`config.mk`:
```
export PLATFORM = sky130hd
export DESIGN_NAME = mem_arbiter
export DESIGN_NICKNAME = d
export VERILOG_FILES = /design/src/rtl/mem_arbiter_pkg.sv /design/src/rtl/lsu_align.sv /design/src/rtl/mem_arbiter.sv
export SDC_FILE = /design/constraint.sdc
export NUM_CORES = 1
export LEC_CHECK = 0
export ABC_CLOCK_PERIOD_IN_PS = 2400
export CAP_MARGIN = 30
export CORE_UTILIZATION = 46
export CTS_CLUSTER_SIZE = 12
export DETAILED_ROUTE_END_ITERATION = 8
export PLACE_DENSITY_LB_ADDON = 0.08
export RECOVER_POWER = 100
export SLEW_MARGIN = 20
export SYNTH_ARGS = -nofsm -noshare
export SYNTH_HDL_FRONTEND = slang
export SYNTH_SLANG_ARGS = --single-unit
```
`constraint.sdc`:
```
create_clock -name clk -period 2.4 [get_ports clk]
set_input_delay 0.24 -clock clk [delete_from_list [all_inputs] [get_ports clk]]
set_output_delay 0.24 -clock clk [all_outputs]
set_load 0.01 [all_outputs]
```
`src/rtl/mem_arbiter_pkg.sv`:
```
// Shared types, lane constants and the alignment rule for the data-memory arbiter.
package mem_arbiter_pkg;

  localparam int BYTE_W = 8;
  localparam int HALF_W = 16;
  localparam int WORD_W = 32;

  // Access size as encoded on the load/store port.
  typedef enum logic [1:0] {
    BYTE    = 2'b00,
    HALF    = 2'b01,
    WORD    = 2'b10,
    ILLEGAL = 2'b11
  } ls_size_e;

  // IDLE accepts requests; RMW_WR commits the merged word of a sub-word store.
  typedef enum logic {
    IDLE   = 1'b0,
    RMW_WR = 1'b1
  } arb_state_e;

  // True when the access cannot be performed: unaligned half/word or illegal size.
  function automatic logic misaligned(input ls_size_e size, input logic [1:0] lane);
    logic bad;
    bad = 1'b1;
    case (size)
      BYTE:    bad = 1'b0;
      HALF:    bad = lane[0];
      WORD:    bad = |lane;
      default: bad = 1'b1;
    endcase
    return bad;
  endfunction

endpackage

```
`src/rtl/lsu_align.sv`:
```
// Byte-lane datapath: load extraction with sign/zero extension, and the
// read-modify-write merge that inserts store data into the old word.
module lsu_align
  import mem_arbiter_pkg::*;
(
  input  logic [WORD_W-1:0] rdata_i,
  input  logic [WORD_W-1:0] wdata_i,
  input  ls_size_e          size_i,
  input  logic [1:0]        lane_i,
  input  logic              unsigned_i,
  output logic [WORD_W-1:0] load_data_o,
  output logic [WORD_W-1:0] merged_o
);

  logic [BYTE_W-1:0] byte_sel;
  logic [HALF_W-1:0] half_sel;
  logic              byte_sx;
  logic              half_sx;

  // Extract the addressed byte/half from the read word and extend it.
  always_comb begin
    // NOTE: every output of a combinational block gets a default first so no path leaves it unassigned (no latch).
    load_data_o = rdata_i;
    byte_sel    = rdata_i[{lane_i, 3'b000} +: BYTE_W];
    half_sel    = lane_i[1] ? rdata_i[31:16] : rdata_i[15:0];
    byte_sx     = ~unsigned_i & byte_sel[BYTE_W-1];
    half_sx     = ~unsigned_i & half_sel[HALF_W-1];
    case (size_i)
      BYTE:    load_data_o = {{(WORD_W-BYTE_W){byte_sx}}, byte_sel};
      HALF:    load_data_o = {{(WORD_W-HALF_W){half_sx}}, half_sel};
      default: load_data_o = rdata_i;
    endcase
  end

  // Overlay the right-aligned store data onto its lane of the old word.
  always_comb begin
    merged_o = rdata_i;
    case (size_i)
      BYTE:    merged_o[{lane_i, 3'b000} +: BYTE_W]     = wdata_i[BYTE_W-1:0];
      HALF:    merged_o[{lane_i[1], 4'b0000} +: HALF_W] = wdata_i[HALF_W-1:0];
      WORD:    merged_o = wdata_i;
      default: merged_o = rdata_i;
    endcase
  end

endmodule

```
`src/rtl/mem_arbiter.sv`:
```
// Single-port data-memory arbiter between instruction fetch and load/store.
// Round-robin on contention, registered responses, two-cycle RMW for
// sub-word stores, misaligned/illegal accesses answered with ls_err.
module mem_arbiter
  import mem_arbiter_pkg::*;
#(
  parameter int ADDR_W = 12
) (
  input  logic              clk,
  input  logic              rst_n,
  // fetch port
  input  logic              if_req_valid,
  output logic              if_req_ready,
  input  logic [ADDR_W+1:0] if_addr,
  output logic              if_resp_valid,
  output logic [31:0]       if_resp_data,
  // load/store port
  input  logic              ls_req_valid,
  output logic              ls_req_ready,
  input  logic [ADDR_W+1:0] ls_addr,
  input  logic              ls_we,
  input  logic [1:0]        ls_size,
  input  logic              ls_unsigned,
  input  logic [31:0]       ls_wdata,
  output logic              ls_resp_valid,
  output logic [31:0]       ls_resp_data,
  output logic              ls_err,
  // memory port
  output logic [ADDR_W-1:0] mem_addr,
  output logic [31:0]       mem_data_in,
  output logic              mem_str,
  input  logic [31:0]       mem_data_out
);

  arb_state_e        state_q, state_d;
  logic              last_ls_q, last_ls_d;   // 1: last accepted request came from LS
  logic [ADDR_W-1:0] addr_q, addr_d;         // word address held across RMW
  logic [WORD_W-1:0] merge_q, merge_d;       // merged word committed in RMW_WR

  logic              if_resp_valid_q, if_resp_valid_d;
  logic [31:0]       if_resp_data_q, if_resp_data_d;
  logic              ls_resp_valid_q, ls_resp_valid_d;
  logic [31:0]       ls_resp_data_q, ls_resp_data_d;
  logic              ls_err_q, ls_err_d;

  logic              grant_if;
  logic              grant_ls;
  ls_size_e          size;
  logic              ls_bad;
  logic [WORD_W-1:0] load_data;
  logic [WORD_W-1:0] merged;
  logic              unused_if_lane;

  // Fetches are always whole words; the byte offset carries no information.
  assign unused_if_lane = ^if_addr[1:0];

  assign size   = ls_size_e'(ls_size);
  assign ls_bad = misaligned(size, ls_addr[1:0]);

  lsu_align u_align (
    .rdata_i     (mem_data_out),
    .wdata_i     (ls_wdata),
    .size_i      (size),
    .lane_i      (ls_addr[1:0]),
    .unsigned_i  (ls_unsigned),
    .load_data_o (load_data),
    .merged_o    (merged)
  );

  // Round-robin winner selection; only IDLE grants anything.
  always_comb begin
    grant_if = 1'b0;
    grant_ls = 1'b0;
    if (state_q == IDLE) begin
      if (ls_req_valid && (!if_req_valid || !last_ls_q)) begin
        grant_ls = 1'b1;
      end else if (if_req_valid) begin
        grant_if = 1'b1;
      end
    end
  end

  assign if_req_ready = grant_if;
  assign ls_req_ready = grant_ls;

  // Next-state, memory control and response staging for the accepted request.
  always_comb begin
    state_d         = state_q;
    last_ls_d       = last_ls_q;
    addr_d          = addr_q;
    merge_d         = merge_q;
    mem_addr        = addr_q;
    mem_data_in     = merge_q;
    mem_str         = 1'b0;
    if_resp_valid_d = 1'b0;
    if_resp_data_d  = if_resp_data_q;
    ls_resp_valid_d = 1'b0;
    ls_resp_data_d  = ls_resp_data_q;
    ls_err_d        = 1'b0;

    unique case (state_q)
      IDLE: begin
        if (grant_if) begin
          last_ls_d       = 1'b0;
          mem_addr        = if_addr[ADDR_W+1:2];
          if_resp_valid_d = 1'b1;
          if_resp_data_d  = mem_data_out;
        end else if (grant_ls) begin
          last_ls_d = 1'b1;
          mem_addr  = ls_addr[ADDR_W+1:2];
          if (ls_bad) begin
            // Rejected without touching memory.
            ls_resp_valid_d = 1'b1;
            ls_resp_data_d  = '0;
            ls_err_d        = 1'b1;
          end else if (!ls_we) begin
            ls_resp_valid_d = 1'b1;
            ls_resp_data_d  = load_data;
          end else if (size == WORD) begin
            mem_str         = 1'b1;
            mem_data_in     = ls_wdata;
            ls_resp_valid_d = 1'b1;
            ls_resp_data_d  = '0;
          end else begin
            // Sub-word store: capture old word with the new lane, commit next cycle.
            addr_d  = ls_addr[ADDR_W+1:2];
            merge_d = merged;
            state_d = RMW_WR;
          end
        end
      end
      RMW_WR: begin
        mem_addr        = addr_q;
        mem_data_in     = merge_q;
        mem_str         = 1'b1;
        ls_resp_valid_d = 1'b1;
        ls_resp_data_d  = '0;
        state_d         = IDLE;
      end
      default: state_d = IDLE;
    endcase
  end

  // State, arbitration pointer, RMW holding registers and registered responses.
  always_ff @(posedge clk or negedge rst_n) begin
    if (!rst_n) begin
      state_q         <= IDLE;
      last_ls_q       <= 1'b0;
      addr_q          <= '0;
      // NOTE: the merge register is reset like control state so a dropped RMW leaves no stale word behind.
      merge_q         <= '0;
      if_resp_valid_q <= 1'b0;
      if_resp_data_q  <= '0;
      ls_resp_valid_q <= 1'b0;
      ls_resp_data_q  <= '0;
      ls_err_q        <= 1'b0;
    end else begin
      // NOTE: non-blocking assignments so every register samples pre-edge values.
      state_q         <= state_d;
      last_ls_q       <= last_ls_d;
      addr_q          <= addr_d;
      merge_q         <= merge_d;
      if_resp_valid_q <= if_resp_valid_d;
      if_resp_data_q  <= if_resp_data_d;
      ls_resp_valid_q <= ls_resp_valid_d;
      ls_resp_data_q  <= ls_resp_data_d;
      ls_err_q        <= ls_err_d;
    end
  end

  assign if_resp_valid = if_resp_valid_q;
  assign if_resp_data  = if_resp_data_q;
  assign ls_resp_valid = ls_resp_valid_q;
  assign ls_resp_data  = ls_resp_data_q;
  assign ls_err        = ls_err_q;

endmodule

```
==> summary.txt <==
Status
  • Status: completed

Floorplanning
  • Effective utilization at floorplan: 0.480
  • I/O pin count: 214
  • Rows: 41
  • Die height: 118 µm
  • Core Region: 0.0128 mm²
  • Overall die area: 0.0139 mm²
  • Width of the chip: 118 µm

Global route
  • Grt ovf: 0
  • Pin count of the biggest net entering global routing: 57
  • Antenna violations before repair: 0
  • Overall Global Routing Usage: 0.322
  • Global-route wire length before repair: 34200 µm
  • Number of global-route vias before repair: 6040

Drt
  • # DRC: 0
  • Total routed wirelength: 21700 µm
  • Uppermost routed layer: met4
  • Met3 routed wirelength: 1710 µm
  • TritonRoute pass-1 iters: 6
  • Total met2 wirelength after detailed routing: 10200 µm
  • Routed length per placed instance: 21.8 µm
  • Met1 routed wirelength after detailed routing: 9000 µm
  • ANT nets after route: 0
  • Count of vias placed by the detailed router: 5947
  • Violation count after the first detailed-routing iteration: 535
  • Vias/cell: 5.96

Timing
  • Portion of the clock cycle consumed by the worst path in the final layout: 0.965
  • Setup clock skew after layout: 6.91 ps
  • Setup violation total in the final timing report: 0
  • Clock period minus final worst setup slack: 2320 ps
  • Measured slew at the worst slew-check pin: 1130 ps
  • Final count of pins violating max slew: 0
  • Final hold viol count: 0
  • Setup repair after global routing missed its margin: no
  • Final setup TNS: 0 ps
  • Rel. slew slack: 0.244
  • Highest Clock Rate: 0.432 GHz
  • Min Hold Slack: 395 ps

Synthesis
  • Cells taking the most area after synthesis: dfrtp_1 (46%), mux2_1 (9.0%), mux2_2 (5.8%)
  • Number of enable flip-flop cells after synthesis: 0
  • Async S/R FF share, synth: 1.00
  • Most instantiated flip-flop cell in the synthesis netlist: dfrtp_1
  • Post-Synthesis Cells: 577
  • YS warnings: 0
  • Syn Nets: 682
  • Portion of synthesized cell area occupied by the leading cell type: 0.459
  • Largest area contributor in the netlist: dfrtp_1
  • Total standard cell area after synthesis: 0.00616 mm²
  • Register bit total from synthesis: 113
  • Most used standard cells in the synthesized netlist: dfrtp_1 (113), mux2_1 (49), nand2_1 (42)
  • Most used standard cell by instance count after synthesis: dfrtp_1
  • Number of distinct library cells after synthesis: 53
  • Proportion of synthesized chip area in sequential cells: 0.459
  • Avg Synthesized Cell Area: 10.7 µm²

Power
  • Power density over the cells: 767 mW/mm²
  • Peak supply drop: 0.000522 V
  • Internal power contribution: 0.00508 W
  • Clock power share: 0.390
  • Flop pwr share: 0.348
  • Net switching power of the design: 0.00197 W
  • Sw Share: 0.280
  • Proportion of power drawn by combinational gates: 0.262
  • Post-layout total power: 0.00706 W
  • Static leakage: 4.10 nW

Critical path
  • Critical Path Max Stage Delay: 530 ps
  • CP arrival: 2600 ps
  • Maximum fanout encountered on the critical timing path: 38
  • Crit. End Element: register
  • Cell with the biggest individual delay on the critical path: clkbuf_2
  • Series of cell instances along the critical path: clkdlybuf4s50_1, clkbuf_2, a21oi_1, buf_4, nand4_1, buf_12, buf_6, nand2_1, o21ai_0
  • Critical path class: primary input to register
  • Sort of element at the start of the critical path: primary input
  • CP Data Required Time: 2690 ps

Placement
  • Instance count after placement with tap cells included: 960
  • Final GP Congestion: 0.925
  • Total half-perimeter wirelength after legalization and detailed placement: 15500 µm
  • IO Port Bufs: 211

Final layout
  • Total inserted antenna cells: 0
  • Synth-to-Final Area Change: 49.4%
  • Count of placed standard cells in the final layout, fillers left out: 997
  • Fillers: 993
  • Final Net Count: 917
  • Share of cells above drive strength 1: 0.192
  • Final Util: 0.717

Clock network
  • TritonCTS clock tree: yes
  • Buffer depth of the longest clock path: 2
  • Clock slew at the register clock pins of the worst setup and hold paths: 50 ps
  • H-Tree Depth: 4
  • Clock buffer count from CTS: 17
  • Clock root cell: clkbuf_16
  • Clock latency on the worst-skew pair: 420 ps
  • Number of sinks handled by clock tree synthesis: 113

Min path
  • Kind of path behind the tightest hold check: primary input to async pin

Run
  • Max-cap violation count: 0
==> placed cells by master (no fill, tap or decap), types with 27 or more instances in the layout <==
| cell type | netlist | final |
|---|---|---|
| mux2_2 | 32 | 30 |
| a21oi_1 | 36 | 36 |
| buf_4 | 1 | 37 |
| nand2_1 | 42 | 42 |
| dlygate4sd3_1 | 0 | 69 |
| nor2_1 | 27 | 27 |
| clkdlybuf4s50_1 | 0 | 95 |
| o21ai_0 | 40 | 45 |
| dfrtp_1 | 113 | 113 |
| mux2_1 | 49 | 41 |
==> power groups by stage <==
stage,Sequential [W],Clock (W),Combinational (W)
finish,0.00245,0.00276,0.00185
global route,0.00249,0.00286,0.00199
CTS,0.00246,0.00276,0.00191
detailed placement,0.00248,0,0.00203
global placement,0.00247,0,0.00199
floorplan,0.00251,0,0.000809
==> stage by stage <==
stage | setup WS [ps] | cell area (µm²)
after floorplan | 400 | 6160
after global placement | -335 | 8680
after detailed placement | -465 | 8680
after CTS | -48.7 | 9290
after global routing | 3.09 | 9200
final | 83.1 | 9200
==> layer usage <==
layer	global-route usage	vias up
met5	0	-
met1	0.420	2926
met2	0.506	287
met3	0.0698	59
met4	0.162	0
li1	-	2675
==> repair_timing <==
item                                   in CTS  in global routing
gates cloned                                1                  0
resized for setup                         155                 12
buffers inserted                            5                  0
hold buffers                                1                  0
pin swaps                                   3                  2
endpoints found under the hold margin      67                  0
setup endpoints to repair                  41                 33
==> cell families (layout without fill, tap and decap cells) <==
kind of cell | Yosys count | after routing | synth area share
and+or+nand+nor | 117 | 117 | 0.0965
AOI/OAI and AO/OA | 198 | 198 | 0.233
adders and majority gates | 5 | 5 | 0.0102
buffers and inverters | 58 | 306 | 0.0437
DFF | 113 | 113 | 0.459
muxes | 86 | 86 | 0.158
==> flip-flops by register name (all words and copies together) (netlist names) <==
signal         cells
if_resp_valid      1
ls_resp_valid      1
merge_q           32
last_ls_q          1
state_q            1
ls_err             1
if_resp_data      32
addr_q            12
ls_resp_data      32
==> layout make-up <==
type	instances	area [µm²]	area share
clock buffers	22	454	0.0494
clock inverters	10	183	0.0199
inverters	13	48.8	0.00530
multi-input cells	406	3120	0.339
flip-flops and latches	113	2830	0.307
well taps	172	215	0.0234
repair buffers	261	2350	0.255
==> path summary, 6_finish.rpt <==
| check | from | endpoint | slack [ps] | cells past startpoint |
|---|---|---|---|---|
| min | rst_n | addr_q[10]$_DFFE_PN0P_ | 390 | 2 |
| max reg2reg | last_ls_q$_DFFE_PN0P_ | if_resp_data[0]$_DFFE_PN0P_ | 380 | 6 |
| max | ls_size[1] | merge_q[24]$_DFFE_PN0P_ | 80 | 9 |
| max in group asynchronous | rst_n | ls_resp_data[19]$_DFFE_PN0P_ | 430 | 3 |
| min in group clk | ls_addr[9] | addr_q[7]$_DFFE_PN0P_ | 460 | 2 |
| min reg2reg | merge_q[18]$_DFFE_PN0P_ | merge_q[18]$_DFFE_PN0P_ | 470 | 2 |
==> worst max-delay path, delay by kind of cell <==
kind | cells | cell delay [ps]
AO/OA/AOI/OAI | 2 | 480
buffers and inverters | 5 | 1560
AND/OR/NAND/NOR | 2 | 300
No activity file was read; power rests on OpenSTA's default activity.
